==> src/rtl/phys_reg_free_list_if.sv <==
// Rename/commit-side signal bundle for the physical-register free list.
// The slave modport is the free list; the master modport is the rename/ROB side.
interface phys_reg_free_list_if #(
  parameter int PREG_W = 6,
  parameter int CNT_W  = 7
);
  logic              alloc_req;
  logic              alloc_valid;
  logic [PREG_W-1:0] alloc_preg;
  logic              free_valid;
  logic [PREG_W-1:0] free_preg;
  logic              commit_alloc;
  logic              flush;
  logic [CNT_W-1:0]  count;
  logic              full;
  logic              empty;
  logic              overflow_err;

  modport master (
    output alloc_req, free_valid, free_preg, commit_alloc, flush,
    input  alloc_valid, alloc_preg, count, full, empty, overflow_err
  );

  modport slave (
    input  alloc_req, free_valid, free_preg, commit_alloc, flush,
    output alloc_valid, alloc_preg, count, full, empty, overflow_err
  );
endinterface

==> src/rtl/phys_reg_free_list.sv <==
// Circular free list of physical register IDs with speculative head, retired
// head and tail pointers; flush rewinds the speculative head in one cycle.
module phys_reg_free_list #(
  parameter int PHYS_REGS = 64,
  parameter int ARCH_REGS = 32,
  parameter int DEPTH     = 64,
  parameter int PREG_W    = $clog2(PHYS_REGS)
) (
  input logic                  clk,
  input logic                  rst,
  phys_reg_free_list_if.slave  fl
);
  localparam int IDX_W     = $clog2(DEPTH);
  localparam int PTR_W     = IDX_W + 1;
  localparam int CNT_W     = $clog2(DEPTH + 1);
  localparam int FREE_INIT = PHYS_REGS - ARCH_REGS;

  logic [PREG_W-1:0] mem [DEPTH];
  logic [PTR_W-1:0]  head;
  logic [PTR_W-1:0]  rhead;
  logic [PTR_W-1:0]  tail;
  logic [PTR_W-1:0]  occ;
  logic [PTR_W-1:0]  rhead_next;
  logic              alloc_do;
  logic              free_do;

  // Pointers carry a wrap bit, so the difference is the occupancy directly.
  assign occ            = tail - head;
  assign fl.count       = CNT_W'(occ);
  assign fl.empty       = (occ == '0);
  assign fl.full        = (occ == PTR_W'(DEPTH));
  assign fl.alloc_valid = !fl.empty;
  assign fl.alloc_preg  = mem[head[IDX_W-1:0]];

  assign alloc_do   = fl.alloc_req && !fl.empty && !fl.flush;
  assign free_do    = fl.free_valid && !fl.full;
  assign rhead_next = rhead + PTR_W'(fl.commit_alloc);

  always_ff @(posedge clk) begin
    if (rst) begin
      head            <= '0;
      rhead           <= '0;
      tail            <= PTR_W'(FREE_INIT);
      fl.overflow_err <= 1'b0;
      for (int i = 0; i < DEPTH; i++) begin
        mem[i] <= (i < FREE_INIT) ? PREG_W'(ARCH_REGS + i) : '0;
      end
    end else begin
      // Flush lands on the retired head, including a commit in the same cycle.
      if (fl.flush) begin
        head <= rhead_next;
      end else if (alloc_do) begin
        head <= head + PTR_W'(1);
      end
      rhead <= rhead_next;
      if (free_do) begin
        mem[tail[IDX_W-1:0]] <= fl.free_preg;
        tail                 <= tail + PTR_W'(1);
      end
      if (fl.free_valid && fl.full) begin
        fl.overflow_err <= 1'b1;
      end
    end
  end
endmodule

==> src/flat_wrapper.sv <==
// flat-port wrapper written by rule: the top's interface ports become plain ports
module phys_reg_free_list_flat 
#(
  parameter int PHYS_REGS = 64,
  parameter int ARCH_REGS = 32,
  parameter int DEPTH     = 64,
  parameter int PREG_W    = $clog2(PHYS_REGS)
)
  (clk, rst, fl_alloc_req, fl_free_valid, fl_free_preg, fl_commit_alloc, fl_flush, fl_alloc_valid, fl_alloc_preg, fl_count, fl_full, fl_empty, fl_overflow_err);
  phys_reg_free_list_if #(.PREG_W(PREG_W), .CNT_W(7)) fl_i ();
  input logic clk;
  input logic rst;
  input wire logic [$bits(fl_i.alloc_req)-1:0] fl_alloc_req;
  input wire logic [$bits(fl_i.free_valid)-1:0] fl_free_valid;
  input wire logic [$bits(fl_i.free_preg)-1:0] fl_free_preg;
  input wire logic [$bits(fl_i.commit_alloc)-1:0] fl_commit_alloc;
  input wire logic [$bits(fl_i.flush)-1:0] fl_flush;
  output wire logic [$bits(fl_i.alloc_valid)-1:0] fl_alloc_valid;
  output wire logic [$bits(fl_i.alloc_preg)-1:0] fl_alloc_preg;
  output wire logic [$bits(fl_i.count)-1:0] fl_count;
  output wire logic [$bits(fl_i.full)-1:0] fl_full;
  output wire logic [$bits(fl_i.empty)-1:0] fl_empty;
  output wire logic [$bits(fl_i.overflow_err)-1:0] fl_overflow_err;
  assign fl_i.alloc_req = fl_alloc_req;
  assign fl_i.free_valid = fl_free_valid;
  assign fl_i.free_preg = fl_free_preg;
  assign fl_i.commit_alloc = fl_commit_alloc;
  assign fl_i.flush = fl_flush;
  assign fl_alloc_valid = fl_i.alloc_valid;
  assign fl_alloc_preg = fl_i.alloc_preg;
  assign fl_count = fl_i.count;
  assign fl_full = fl_i.full;
  assign fl_empty = fl_i.empty;
  assign fl_overflow_err = fl_i.overflow_err;
  phys_reg_free_list #(.PHYS_REGS(PHYS_REGS), .ARCH_REGS(ARCH_REGS), .DEPTH(DEPTH), .PREG_W(PREG_W)) u_core (.clk(clk), .rst(rst), .fl(fl_i));
endmodule
==> config.mk <==
export PLATFORM = sky130hd
export DESIGN_NAME = phys_reg_free_list_flat
export DESIGN_NICKNAME = d
export VERILOG_FILES = /design/src/rtl/phys_reg_free_list_if.sv /design/src/rtl/phys_reg_free_list.sv /design/src/flat_wrapper.sv
export SDC_FILE = /design/constraint.sdc
export NUM_CORES = 1
export LEC_CHECK = 0
export CAP_MARGIN = 20
export CORE_UTILIZATION = 45
export DETAILED_ROUTE_END_ITERATION = 10
export GPL_TIMING_DRIVEN = 0
export HOLD_SLACK_MARGIN = 0.02
export PLACE_DENSITY = 0.73
export SLEW_MARGIN = 20
export SYNTH_ARGS = -nofsm -noshare
export SYNTH_HDL_FRONTEND = slang
export SYNTH_SLANG_ARGS = --single-unit
==> constraint.sdc <==
create_clock -name clk -period 4.25 [get_ports clk]
set_input_delay 1.275 -clock clk [delete_from_list [all_inputs] [get_ports clk]]
set_output_delay 1.275 -clock clk [all_outputs]
set_load 0.02 [all_outputs]
==> metrics.md <==
| Metric | Value |
|---|---|
| Clk sinks | `412` |
| First-pass GRT wire length | `85080 um` |
| Fin crit period | `4.236 ns` |
| Max VDD drop | `0.0002786 V` |
| Hold Path Class | `reg -> reg` |
| Slew Viols, Final | `0` |
| Yosys warns | `0` |
| Hold buffer count at CTS | `0` |
| Die X | `208.8 um` |
| # rows | `75` |
| CP max-delay cell | `mux4_2` |
| Hpwl dp | `40770 um` |
| GPL Wtd Cong | `1.001` |
| Most frequent cells in the layout | `edfxtp_1, nor2_1, nand2_1` |
| Area Growth Syn to Fin | `14.89%` |
| Initial core utilization | `0.4579` |
| TritonRoute pass-1 iters | `6` |
| Register bit total from synthesis | `412` |
| I/O pins | `29` |
| Initial DRC count | `2010` |
| Die Area | `43610 um^2` |
| Critical path class | `reg -> out` |
| Worst path max stage delay | `0.56 ns` |
| Gr usage total | `0.2697` |
| CTS Buf Count | `43` |
| TritonCTS clock tree | `built` |
| Skew final | `0.01563 ns` |
| Vias in the first global route | `12877` |
| Synth Instances | `1390` |
| DRC | `0` |
| MaxCap Viol Count | `0` |
| Core Area | `42040 um^2` |
| Worst-path cell chain | `clkbuf_16 > buf_16 > buf_4 > mux4_2 > mux4_2 > o22ai_1 > nor2_1 > buf_2` |
| Register area share after synthesis | `0.6282` |
| Routed wire per std cell | `28.22 um` |
| Fin cells | `2059` |
| Final Hold Fails | `0` |
| CP arrival | `2.96 ns` |
| Htree depth | `2` |
| Post-synthesis cell type count | `61` |
| PortBufs | `24` |
| Die H | `208.8 um` |
| Syn avg cell area | `13.85 um^2` |
| Final wirelength | `58110 um` |
| Crit path launch type | `flip-flop` |
| Clock slew at reported path FFs | `0.06 ns` |
| Worst-Skew Late Latency | `0.57 ns` |
| Post-synth EDFFs | `384` |
| Post-route cell area | `22120 um^2` |
| CP delay by family, top | `multiplexers` |
| Fillers | `3425` |
| Routed via count | `13209` |
| Mapped Area | `19250 um^2` |
| DR vias/cell | `6.415` |
| Root buffer cell | `clkbuf_16` |
| LEAKAGE | `6.926 nW` |
| Max clock buf depth | `3` |
| Commonest non-fill, non-tap cell in the layout | `edfxtp_1` |
| Status | `finished clean` |
| Final hold slack | `0.4741 ns` |
| Max Clk Rate | `236.0 MHz` |
| Fin util | `0.5260` |
| CP Max Fanout | `10` |
| Most frequent CP cell | `mux4_2` |
| # diodes | `0` |
| RSZ-0062 raised after global routing | `false` |
| Slew @ Worst Pin | `1.238 ns` |
| Placed Instances | `1957` |
| Largest net degree at the start of global routing | `19` |
| Final nets | `1509` |
| WP buf/inv | `4` |
| Most frequently used flop master after synthesis | `edfxtp_1` |
| Relative slew margins | `0.1747` |
| Grt total ovfl | `0` |
| Initial antenna violation count | `0` |
| Asr flop ratio synth | `0` |
| Final worst path period share | `0.9968` |
| Layout cells sized above 1 | `0.2493` |
| Post-Syn Nets | `1413` |
| Post-DP Area | `20250 um^2` |
| Power per Cell Area | `429.8 nW/um^2` |
| Sum Neg Setup Slack | `0 ns` |
| Crit end category | `output pin` |
| Antenna-violating nets left | `0` |
| Final setup viols | `0` |
| CP required | `2.97 ns` |
==> state kept, by name (all words and copies together), names as in the netlist, named ones only <==
signal,flops
u_core.fl.overflow_err,1
u_core.mem,384
u_core.rhead,7
u_core.head,7
u_core.tail,7
==> timing repair <==
item | CTS | global route
endpoints found under the setup margin | 173 | 9
resized for setup | 141 | 14
buffers inserted | 11 | 17
pin swaps | 5 | 1
==> cells in the mapped netlist, drive strengths merged (3+ instances only) <==
| cell | n | share of area |
|---|---|---|
| edfxtp | 384 | 0.60 |
| nor2 | 319 | 0.062 |
| nand2 | 141 | 0.027 |
| mux4 | 120 | 0.14 |
| clkbuf | 70 | 0.014 |
| a31o | 48 | 0.022 |
| buf | 34 | 0.0092 |
| dfxtp | 28 | 0.029 |
| o211ai | 26 | 0.017 |
| a211oi | 20 | 0.0083 |
| nand2b | 18 | 0.0059 |
| nand3 | 14 | 0.0036 |
| o22ai | 14 | 0.0045 |
| inv | 13 | 0.0025 |
| a21oi | 11 | 0.0029 |
| and3 | 11 | 0.0036 |
| nor2b | 11 | 0.0036 |
| ha | 10 | 0.0065 |
| nor3 | 10 | 0.0026 |
| or3 | 9 | 0.0029 |
| a21o | 8 | 0.0031 |
| o21bai | 8 | 0.0031 |
| o21ai | 6 | 0.0018 |
| nor4 | 5 | 0.0024 |
| or2 | 5 | 0.0016 |
| xnor2 | 5 | 0.0023 |
| and2 | 4 | 0.0013 |
| mux2 | 4 | 0.0023 |
| or4 | 4 | 0.0016 |
| xor2 | 4 | 0.0018 |
| nand4 | 3 | 0.00098 |
==> report_power, final <==
group / switching, W / leakage [nW] / total (W) / internal [W]
Combinational: 0.000781 / 2.49 / 0.00130 / 0.000522
Clock: 0.00160 / 0.641 / 0.00362 / 0.00203
Sequential: 0.0000484 / 3.80 / 0.00458 / 0.00453
Total: 0.00243 / 6.93 / 0.00950 / 0.00708
==> cell type report <==
type | instances | area (um^2) | area share
sequential | 412 | 12100 | 0.5472
clock inverter | 23 | 173.9 | 0.007864
multi-input combinational | 860 | 6824 | 0.3086
clock buffer | 56 | 1145 | 0.05177
timing repair buffer | 56 | 441.7 | 0.01997
inverter | 14 | 62.56 | 0.002829
tap | 539 | 674.4 | 0.03050
buffer | 99 | 693.2 | 0.03134
==> tightest hold or removal path, delay by kind of cell, from the launching register on <==
family,cells,cell delay [ns]
flip-flops,1,0.32
AND/OR/NAND/NOR,1,0.07
AO/OA/AOI/OAI,1,0.05
==> routing by layer <==
layer  vias up  GRT usage  wire length (um)
li1       5441          -                 -
met1      6595     0.3571             21180
met2       985     0.4247             27060
met3       188    0.06853              7273
met4         0     0.1141              2598
met5         -          0                 0
==> per-stage QoR <==
step                      setup slack, ns  total power (W)
after floorplan                   0.05636         0.005350
after global placement             -1.159         0.005752
after detailed placement           -1.229         0.005792
after CTS                        -0.02829         0.009402
after global routing             0.002402         0.009678
final                             0.01353         0.009504
==> logic make-up (layout without fill, tap and decap cells) <==
logic type / Yosys count / count (layout) / share of synthesized area
xor gates and xnor gates: 9 / 9 / 0.004095
and+or+nand+nor: 558 / 558 / 0.1214
buffers and inverters: 118 / 248 / 0.02561
AOI/OAI and AO/OA: 156 / 156 / 0.06936
adders and majority gates: 11 / 11 / 0.007540
DFF: 412 / 412 / 0.6282
muxes: 126 / 126 / 0.1438
==> path summary, 6_finish.rpt <==
| path | slack (ns) | to | startpoint | depth (start not counted) |
|---|---|---|---|---|
| hold / removal | 0.47 | u_core.fl.overflow_err$_SDFFE_PP0P_ | u_core.fl.overflow_err$_SDFFE_PP0P_ | 2 |
| setup / recovery | 0.01 | fl_alloc_preg[3] | flip-flop | 8 |
| setup reg to reg | 0.29 | u_core.mem[27][3]$_SDFFCE_PN1P_ | u_core.tail[0]$_SDFFE_PP0P_ | 11 |
| hold reg to reg | 0.47 | u_core.fl.overflow_err$_SDFFE_PP0P_ | u_core.fl.overflow_err$_SDFFE_PP0P_ | 2 |
No activity file was read; power rests on OpenSTA's default activity.
